==> src/rtl/demux_sched.sv <==
// demux_sched: round-robin scheduler spreading one valid/ready stream over 8 demux lanes.
// Build macro DEMUX_SCHED_SKIP_EN: lane selection skips lanes whose consumer is not ready.
module demux_sched #(
  parameter int W = 8
) (
  input  logic         clk,
  input  logic         reset,
  input  logic [7:0]   lane_en,
  input  logic         in_valid,
  output logic         in_ready,
  input  logic [W-1:0] in_data,
  output logic [7:0]   out_valid,
  input  logic [7:0]   out_ready,
  output logic [W-1:0] out_data,
  output logic [2:0]   out_sel
);

  typedef enum logic {EMPTY, FULL} state_t;

  state_t         state, state_next;
  logic [2:0]     ptr, ptr_next;
  logic [2:0]     sel_next;
  logic [W-1:0]   data_next;
  logic [2:0]     sel, sel_en, idx;
  logic           accept, deliver;

`ifdef DEMUX_SCHED_SKIP_EN
  logic [2:0]     sel_rdy;
  logic           found_rdy;
`endif

  // Descending search so the lowest offset from ptr is the last (winning) assignment.
  always_comb begin
    sel_en = ptr;
    idx    = ptr;
`ifdef DEMUX_SCHED_SKIP_EN
    sel_rdy   = ptr;
    found_rdy = 1'b0;
`endif
    for (int i = 7; i >= 0; i--) begin
      idx = ptr + 3'(i);
      if (lane_en[idx]) begin
        sel_en = idx;
      end
`ifdef DEMUX_SCHED_SKIP_EN
      if (lane_en[idx] && out_ready[idx]) begin
        sel_rdy   = idx;
        found_rdy = 1'b1;
      end
`endif
    end
`ifdef DEMUX_SCHED_SKIP_EN
    sel = found_rdy ? sel_rdy : sel_en;
`else
    sel = sel_en;
`endif
  end

  assign in_ready  = (lane_en != 8'h00) && ((state == EMPTY) || out_ready[out_sel]);
  assign accept    = in_valid && in_ready;
  assign deliver   = (state == FULL) && out_ready[out_sel];
  assign out_valid = (state == FULL) ? (8'h01 << out_sel) : 8'h00;

  // A held beat is only released by its own lane; accept may refill it in the same cycle.
  always_comb begin
    state_next = state;
    ptr_next   = ptr;
    data_next  = out_data;
    sel_next   = out_sel;
    if (accept) begin
      state_next = FULL;
      data_next  = in_data;
      sel_next   = sel;
      ptr_next   = sel + 3'd1;
    end else if (deliver) begin
      state_next = EMPTY;
    end
  end

  always_ff @(posedge clk) begin
    if (reset) begin
      state    <= EMPTY;
      ptr      <= 3'd0;
      out_data <= '0;
      out_sel  <= 3'd0;
    end else begin
      state    <= state_next;
      ptr      <= ptr_next;
      out_data <= data_next;
      out_sel  <= sel_next;
    end
  end

endmodule

==> config.mk <==
export PLATFORM = sky130hd
export DESIGN_NAME = demux_sched
export DESIGN_NICKNAME = d
export VERILOG_FILES = /design/src/rtl/demux_sched.sv
export SDC_FILE = /design/constraint.sdc
export NUM_CORES = 1
export LEC_CHECK = 0
export CAP_MARGIN = 20
export CORE_UTILIZATION = 51
export CTS_CLUSTER_SIZE = 8
export DETAILED_ROUTE_END_ITERATION = 10
export HOLD_SLACK_MARGIN = 0.12
export PLACE_DENSITY = 0.95
export RECOVER_POWER = 100
export SLEW_MARGIN = 5
export SYNTH_ARGS = -nofsm -noshare
export SYNTH_HDL_FRONTEND = slang
export SYNTH_SLANG_ARGS = --single-unit
==> constraint.sdc <==
create_clock -name clk -period 8.59 [get_ports clk]
set_clock_uncertainty 0.05 [all_clocks]
set_input_delay 1.718 -clock clk [delete_from_list [all_inputs] [get_ports clk]]
set_output_delay 1.718 -clock clk [all_outputs]
set_load 0.005 [all_outputs]
# After elaboration in Yosys (flattened, before gate mapping)
# Index checks and enable logic that the tools add are counted.
[word_totals]
regBits = 15
inputBits = 27
wordCells = 58
out_inout_bits = 20
[classes]
add_sub_neg = 8
n_shift = 1
bitwise = 1
n_mux = 29
n_reduce_logical = 6
magnitude_cmp = 9
[ops]
columns = ["cell", "n"]
rows = [
  ["3-bit by 4-bit < comparator with 1-bit output, second input constant", 9],
  ["1-bit binary-select mux with 3-bit select", 9],
  ["3-bit 2-to-1 mux", 8],
  ["3-bit adder, second input constant", 4],
  ["1-bit 2-to-1 mux", 11],
  ["8-bit 2-to-1 mux", 1],
  ["8-bit nonzero test", 1],
  ["1-bit by 3-bit << shifter with 8-bit output, first input constant", 1],
  ["3-bit by 1-bit adder with 3-bit output, second input constant", 2],
  ["3-bit by 2-bit adder with 3-bit output, second input constant", 2],
  ["1-bit logical AND", 3],
  ["2-bit nonzero test", 1],
  ["1-bit logical OR", 1],
  ["1-bit inverter", 1],
]

# Longest topological paths before layout
# Gate-level depths: netlist of the first run.
[logic_depth]
ltp_word = 12
ltp_mapped = 14
mapped_depth_nobuf = 11

# Worst setup path after synthesis of the first run
# No wires, ideal clock.
[synth_path]
path_kind = "input to output"
start = "in out_ready[7]"
end = "out in_ready"
arrival_time_ns = 2.529
path_stages = 4
setup_slack_ns = 4.293
required_ns = 6.822
path_buffers = 0
cell_sequence = "mux4_2 mux2i_1 nand2_1 and2_1"
[synth_via]
elab_chain_len = 4
[synth_rtl]
columns = ["item", "line_no", "source"]
rows = [
  ["start: declaration", "13", "input logic [7:0] out_ready,"],
  ["1-bit binary-select mux with 3-bit select", "59", "assign in_ready = (lane_en != 8'h00) && ((state == EMPTY) || out_ready[out_sel]);"],
  ["1-bit 2-to-1 mux (not written as such)", "59", ""],
  ["1-bit logical OR", "59", ""],
  ["1-bit logical AND", "59", ""],
  ["end: declaration", "10", "output logic in_ready,"],
]
# No other way between the ends. The select of a mux whose other input is x is not followed.

# Final worst setup path of the first run
# Same ends and word-level chain as after synthesis.

==> results of run 1 <==
[cell type report]
type / count / share of cell area
Timing Repair Buffer: 46 / 0.227
Multi-Input combinational cell: 140 / 0.579
Sequential cell: 15 / 0.148
Clock buffer: 3 / 0.0111
Tap cell: 31 / 0.0191
Clock inverter: 1 / 0.00247
Inverter: 7 / 0.0130
[report_power, final]
| group | leakage (nW) | internal (mW) | switching [mW] |
|---|---|---|---|
| combinational | 0.671 | 0.224 | 0.254 |
| sequential | 0.124 | 0.0844 | 0.0384 |
| clock | 0.0177 | 0.0173 | 0.0258 |
| total | 0.813 | 0.326 | 0.318 |
[critical path: stages]
cell,delay [ns]
sky130_fd_sc_hd__dlygate4sd3_1,0.54
sky130_fd_sc_hd__mux4_2,0.48
sky130_fd_sc_hd__mux2i_1,0.15
sky130_fd_sc_hd__nand2_1,0.10
sky130_fd_sc_hd__and2_1,0.17
sky130_fd_sc_hd__dlygate4sd3_1,0.58
[how the worst max path moves through the flow]
stage	startpoint	endpoint	slack, ns	depth (start not counted)
2_1_floorplan	out_ready[7]	in_ready	4.29	4
4_1_cts	out_ready[7]	in_ready	3.35	6
3_5_place_dp	out_ready[7]	in_ready	3.35	6
6_report	out_ready[7]	in_ready	3.08	6
3_3_place_gp	out_ready[7]	in_ready	3.41	6
5_1_grt	out_ready[7]	in_ready	3.01	6
[synthesized netlist by cell type, types with 4 or more instances]
cell type | n | area (um^2)
sky130_fd_sc_hd__nor2_1 | 20 | 75.1
sky130_fd_sc_hd__dfxtp_1 | 15 | 300
sky130_fd_sc_hd__mux2i_1 | 13 | 130
sky130_fd_sc_hd__nand2_1 | 12 | 45.0
sky130_fd_sc_hd__a21oi_1 | 8 | 40.0
sky130_fd_sc_hd__a211oi_1 | 6 | 45.0
sky130_fd_sc_hd__a21o_1 | 6 | 45.0
sky130_fd_sc_hd__inv_1 | 6 | 22.5
sky130_fd_sc_hd__mux4_1 | 6 | 158
sky130_fd_sc_hd__mux4_2 | 6 | 135
sky130_fd_sc_hd__clkbuf_1 | 5 | 18.8
sky130_fd_sc_hd__nand3_1 | 4 | 20.0
[logic make-up after synthesis]
kind of cell,after synthesis,synth area share
buffers and inverters,18,0.0504
AOI/OAI and AO/OA,42,0.202
DFF,15,0.192
adders and majority gates,3,0.0240
xor gates and xnor gates,4,0.0224
muxes,31,0.319
and+or+nand+nor,60,0.190
[registers in the layout, summed over array words and instances, names as in the netlist]
name      count
ptr           3
out_data      8
state         1
out_sel       3
[routing by layer]
layer  share of wire  track usage  vias to the layer above
li1                -            -                      755
met1            0.41        0.390                      757
met2            0.52        0.502                       75
met3           0.060       0.0408                        8
met4           0.011       0.0557                        0
met5               0            0                        -
==> impl_results.rst, run 1 <==
.. list-table::
   :header-rows: 1

   * - Metric
     - Value
   * - Run status
     - complete, no violations
   * - Crit share post-route
     - 0.641
   * - Tightest Pin Transition
     - 0.877 ns
   * - Sink of the worst hold path
     - out_data[6]$_SDFFE_PP0P_
   * - Area growth from synthesis to layout
     - 29.6%
   * - Length in cells of the worst reg-to-reg path
     - 11
   * - Core area
     - 0.00283 mm^2
   * - Gr usage total
     - 0.291
   * - Final cell area excluding filler cells
     - around 0.0020 mm^2
   * - Average size of a mapped cell
     - just over 9 um^2
   * - Number of gates resized after CTS
     - 0
   * - Total leakage power
     - 0.813 nW
   * - Ys Warns
     - 0
   * - Number of distinct library cells after synthesis
     - 51
   * - TritonCTS clock tree
     - yes
   * - Startpoint of the worst register-to-register path
     - ptr[1]$_SDFFE_PP0P_
   * - Critical Path AT
     - 3.74 ns
   * - Final Wtd Congestion
     - roughly 0.95
   * - Share of post-route cells with drive strength above 1
     - 0.0943
   * - Sequential element share of the synthesized area
     - 0.192
   * - R2r setup slk
     - 4.44 ns
   * - Layout filler cell count
     - about 180
   * - Sum of net half-perimeters after detailed placement
     - ~3300 um
   * - Required time of the critical path
     - 6.82 ns
   * - Highest fanout seen on the critical path
     - 3
   * - # clock sinks
     - 15
   * - Endpoint of the most critical register-to-register path
     - ptr[2]$_SDFFE_PP0P_
   * - Largest net degree at the start of global routing
     - 20
   * - Maximum buffer depth of the clock tree
     - 2
   * - Number of antenna violations at the first check in global routing
     - 0
   * - Clk slew on worst S/H paths
     - 0.10 ns
   * - Number of enable flip-flop cells after synthesis
     - 0
   * - Pre-CTS setup slack
     - 3.35 ns
   * - Multi-input logic area
     - 0.00117 mm^2
   * - Placement Rows
     - 19
   * - Top library cells by usage in the layout, fill and taps aside
     - sky130_fd_sc_hd__clkdlybuf4s50_1 (24), sky130_fd_sc_hd__dlygate4sd3_1 (22), sky130_fd_sc_hd__nor2_1 (20)
   * - Kind of start point of the critical path
     - primary input
   * - Clock tree root driver cell
     - sky130_fd_sc_hd__clkbuf_4
   * - Layout net count
     - 243
   * - Clock latency on the worst-skew pair
     - about 0.29 ns
   * - Num CTS Buffers
     - 3
   * - Slew Limit Headroom
     - 0.414
   * - Flip-flop and latch count after synthesis
     - 15
   * - Finished Core Util
     - 0.717
   * - Iteration-0 DRC Markers
     - 62
   * - Die boundary height
     - 57.4 um
   * - Post-synthesis cell area
     - ~0.0016 mm^2
   * - Kind of critical path
     - primary input to output port
   * - Ports
     - 47
   * - Setup TNS Final
     - 0 ns
   * - Worst setup slack after layout
     - 3.08 ns
   * - Worst min-delay path category
     - register to register
   * - Post-route DRC
     - 0
   * - Highest clock rate
     - 0.181 GHz
   * - Die boundary width
     - 57.4 um
   * - Fin Hold WS
     - 0.472 ns
   * - Largest vdd supply drop
     - roughly 0.00017 V
   * - Area occupied by registers
     - between 300 and 400 um^2
   * - # H-tree levels
     - 1
   * - Via count of the first global-routing pass
     - roughly 1600
   * - Setup-violating endpoint count in the final report
     - 0
   * - Min Tclk post-route
     - 5.51 ns
   * - Total of hold buffers inserted after clock tree synthesis
     - 0
   * - Residual overflow from global routing
     - 0
   * - Per-cell via count in the routed design
     - 6.56
   * - Vias after detailed routing
     - 1595
   * - HP Start
     - out_data[6]$_SDFFE_PP0P_
   * - Sort of element at the end of the critical path
     - output port
   * - DRT Pass-1 Iters
     - 6
   * - Count of max-cap constraint violations
     - 0
   * - Cell Pwr Density
     - 318 mW/mm^2
   * - Placed Area
     - 0.00201 mm^2
   * - Commonest non-fill, non-tap cell in the layout
     - sky130_fd_sc_hd__clkdlybuf4s50_1
   * - Post-route ant nets
     - 0
   * - Mapped Nets
     - about 200
   * - Final max-slew violation count
     - 0
   * - Post-synthesis async set-or-reset flop share
     - 0
   * - Post-synthesis cell count
     - roughly 170
   * - Buffers on Ports
     - 46
   * - Setup repair after global routing missed its margin
     - no
   * - Worst hold path depth
     - 2
   * - Hold Vio Cnt, Final
     - 0
   * - Starting density of the core
     - 0.553
   * - Setup repair bufs after CTS
     - 0
   * - Diode insertion count for antenna repair
     - 0
   * - Wire length per cell
     - approximately 19 um
   * - Most instantiated flip-flop cell in the synthesis netlist
     - sky130_fd_sc_hd__dfxtp_1
   * - Global-route wire length before repair
     - about 7400 um
   * - Non-Filler Instances
     - ~240
   * - Die area
     - 0.00329 mm^2
   * - Post-Route WL
     - 4550 um
   * - Number of placed cells counting well taps
     - 239
   * - Overall Power
     - approximately 640 uW
Power figures use the tool's default switching activity.
==> run 2, diff against run 1 <==
CORE_UTILIZATION = 43   (was 51)
PLACE_DENSITY = 0.87   (was 0.95)
clock period = 4.93 ns   (was 8.59 ns; I/O delays follow)
==> impl_results.rst, run 2 (synthesis gave the netlist of run 1 again) <==
.. list-table::
   :header-rows: 1

   * - Metric
     - Value
   * - Die area
     - 0.00389 mm^2 (+18%)
   * - Gr usage total
     - 0.214 (-0.0769)
   * - # clock sinks
     - 15 (unchanged)
   * - Global-route wire length before repair
     - 6760 um (-9.1%)
   * - Run status
     - complete, no violations
   * - Finished Core Util
     - 0.601 (-0.115)
   * - Count of max-cap constraint violations
     - 0 (unchanged)
   * - Post-Route WL
     - 3880 um (-15%)
   * - Overall Power
     - 1.10 mW (+70%)
   * - M1 GR Usage
     - 0.268 (-0.122)
   * - Largest vdd supply drop
     - 0.000280 V (+63%)
   * - Setup repair bufs after CTS
     - 0 (unchanged)
   * - Total leakage power
     - 0.820 nW (+0.96%)
   * - Crit share post-route
     - 0.842
   * - Placement Rows
     - 21 (+2)
   * - Post-route DRC
     - 0 (unchanged)
   * - Post-route ant nets
     - 0 (unchanged)
   * - Number of gates resized after CTS
     - 0 (unchanged)
   * - Clock latency on the worst-skew pair
     - 0.30 ns (about the same)
   * - Total of hold buffers inserted after clock tree synthesis
     - 0 (unchanged)
   * - Met2 global-route usage
     - 0.382 (-0.120)
   * - Final Wtd Congestion
     - 0.954 (+0.47%)
   * - Slew Limit Headroom
     - 0.372 (-0.0424)
   * - Wire length per cell
     - 15.0 um (-20%)
   * - R2r setup slk
     - 0.78 ns (-3.66 ns)
   * - Layout filler cell count
     - 300 (+63%)
   * - Starting density of the core
     - 0.458 (-0.0951)
   * - Ports
     - 47 (unchanged)
   * - Vias after detailed routing
     - 1549 (-2.9%)
   * - Kind of critical path
     - register to register
   * - Per-cell via count in the routed design
     - 6.00 (-8.5%)
   * - TritonCTS clock tree
     - yes
   * - Buffers on Ports
     - 46 (unchanged)
   * - Final cell area excluding filler cells
     - 0.00205 mm^2 (+1.3%)
   * - Highest fanout seen on the critical path
     - 17 (+14)
   * - Layout net count
     - 243 (unchanged)
   * - Cell Pwr Density
     - 535 mW/mm^2 (+68%)
   * - Number of antenna violations at the first check in global routing
     - 0 (unchanged)
   * - Setup-violating endpoint count in the final report
     - 0 (unchanged)
   * - Die boundary width
     - 62.3 um (+8.6%)
   * - Sort of element at the end of the critical path
     - register
   * - Highest clock rate
     - 0.241 GHz
   * - Kind of start point of the critical path
     - register
   * - # H-tree levels
     - 1 (unchanged)
   * - Register with the most flip-flops
     - out_data
   * - Largest net degree at the start of global routing
     - 20 (unchanged)
   * - Critical Path AT
     - 4.28 ns (+0.54 ns)
   * - Length in cells of the worst reg-to-reg path
     - 11 (unchanged)
   * - Tightest Pin Transition
     - 0.940 ns (+0.0634 ns)
   * - Core area
     - 0.00342 mm^2 (+21%)
   * - Maximum buffer depth of the clock tree
     - 2 (unchanged)
   * - Setup TNS Final
     - 0 ns (unchanged)
   * - Fin Hold WS
     - 0.449 ns (-0.0231 ns)
   * - Final max-slew violation count
     - 0 (unchanged)
   * - Grt peak-use layer
     - met2
   * - Required time of the critical path
     - 5.06 ns (-1.76 ns)
   * - Sum of net half-perimeters after detailed placement
     - 3010 um (-9.9%)
   * - Share of post-route cells with drive strength above 1
     - 0.0991 (+0.00472)
   * - Largest register FFs
     - 8 (unchanged)
   * - Diode insertion count for antenna repair
     - 0 (unchanged)
   * - Grt met3 use
     - 0.0294 (-0.0114)
   * - Worst hold path depth
     - 2 (unchanged)
   * - Clk slew on worst S/H paths
     - 0.10 ns (about the same)
   * - Via count of the first global-routing pass
     - 1471 (-5.8%)
   * - Residual overflow from global routing
     - 0 (unchanged)
   * - Num CTS Buffers
     - 3 (unchanged)
   * - Min Tclk post-route
     - around 4.2 ns
   * - Worst min-delay path category
     - register to register
   * - DRT Pass-1 Iters
     - 4 (-2)
   * - Top library cells by usage in the layout, fill and taps aside
     - sky130_fd_sc_hd__clkdlybuf4s50_1 (25), sky130_fd_sc_hd__dlygate4sd3_1 (21), sky130_fd_sc_hd__nor2_1 (20)
   * - Setup repair after global routing missed its margin
     - no
   * - Clock tree root driver cell
     - sky130_fd_sc_hd__clkbuf_4
   * - Placed Area
     - 0.00203 mm^2 (+0.93%)
   * - Commonest non-fill, non-tap cell in the layout
     - sky130_fd_sc_hd__clkdlybuf4s50_1
   * - Registers with the highest flip-flop counts
     - out_data: 8 flops, out_sel: 3 flops, ptr: 3 flops
   * - Hold Vio Cnt, Final
     - 0 (unchanged)
   * - Die boundary height
     - 62.3 um (+8.6%)
   * - Area growth from synthesis to layout
     - 31.3%
   * - Iteration-0 DRC Markers
     - 47 (-24%)
==> run 2: cell types whose count changed in the layout (fill, tap and decap cells not counted) <==
cell | before | now
sky130_fd_sc_hd__dlygate4sd3_1 | 22 | 21
sky130_fd_sc_hd__clkdlybuf4s50_1 | 24 | 25
sky130_fd_sc_hd__and2_1 | 2 | 1
sky130_fd_sc_hd__o41ai_1 | 2 | 1
sky130_fd_sc_hd__and2_0 | 0 | 1
sky130_fd_sc_hd__o41ai_2 | 0 | 1
==> run 2: path summary, 6_finish.rpt <==
check | from | end
worst max-delay path | ptr[1]$_SDFFE_PP0P_ | ptr[2]$_SDFFE_PP0P_
worst min-delay path | out_data[7]$_SDFFE_PP0P_ | out_data[7]$_SDFFE_PP0P_
worst max register to register | ptr[1]$_SDFFE_PP0P_ | ptr[2]$_SDFFE_PP0P_
worst min register to register | out_data[7]$_SDFFE_PP0P_ | out_data[7]$_SDFFE_PP0P_
==> run 2: where the power goes <==
part	internal (mW)	switching, mW	leakage [nW]
Clock	0.0303	0.0440	0.0177
Combinational	0.389	0.423	0.679
Sequential	0.147	0.0643	0.124
==> run 2: metrics by stage <==
step | std cells | setup WS (ns)
2_1_floorplan | 173 | 1.30
3_3_place_gp | 254 | 0.998
3_5_place_dp | 254 | 0.905
4_1_cts | 258 | 0.886
5_1_grt | 258 | 0.387
6_report | 258 | 0.778
==> run 2: layout make-up <==
type | instances | area, um^2 | area share
multi-input cells | 140 | 1180 | 0.576
repair buffers | 46 | 460 | 0.224
flip-flops and latches | 15 | 300 | 0.146
well taps | 46 | 57.6 | 0.0280
inverters | 7 | 26.3 | 0.0128
clock buffers | 3 | 22.5 | 0.0110
clock inverters | 1 | 5.00 | 0.00244
==> run 2: worst max-delay path: stages (launching register included) <==
cell and delay (ns):
sky130_fd_sc_hd__dfxtp_1 0.75, sky130_fd_sc_hd__inv_1 0.23, sky130_fd_sc_hd__ha_1 0.55, sky130_fd_sc_hd__mux4_1 0.75, sky130_fd_sc_hd__mux2i_1 0.41, sky130_fd_sc_hd__nor2b_1 0.23
sky130_fd_sc_hd__o2111ai_1 0.12, sky130_fd_sc_hd__a32oi_1 0.28, sky130_fd_sc_hd__nor2_1 0.07, sky130_fd_sc_hd__ha_1 0.19, sky130_fd_sc_hd__a2111oi_0 0.30, sky130_fd_sc_hd__a211oi_1 0.08
==> run 2: routing by layer <==
metal | up-vias | routed length [um]
met5 | - | 0
met4 | 0 | 36
met3 | 5 | 131
met2 | 50 | 2020
met1 | 735 | 1690
li1 | 759 | -
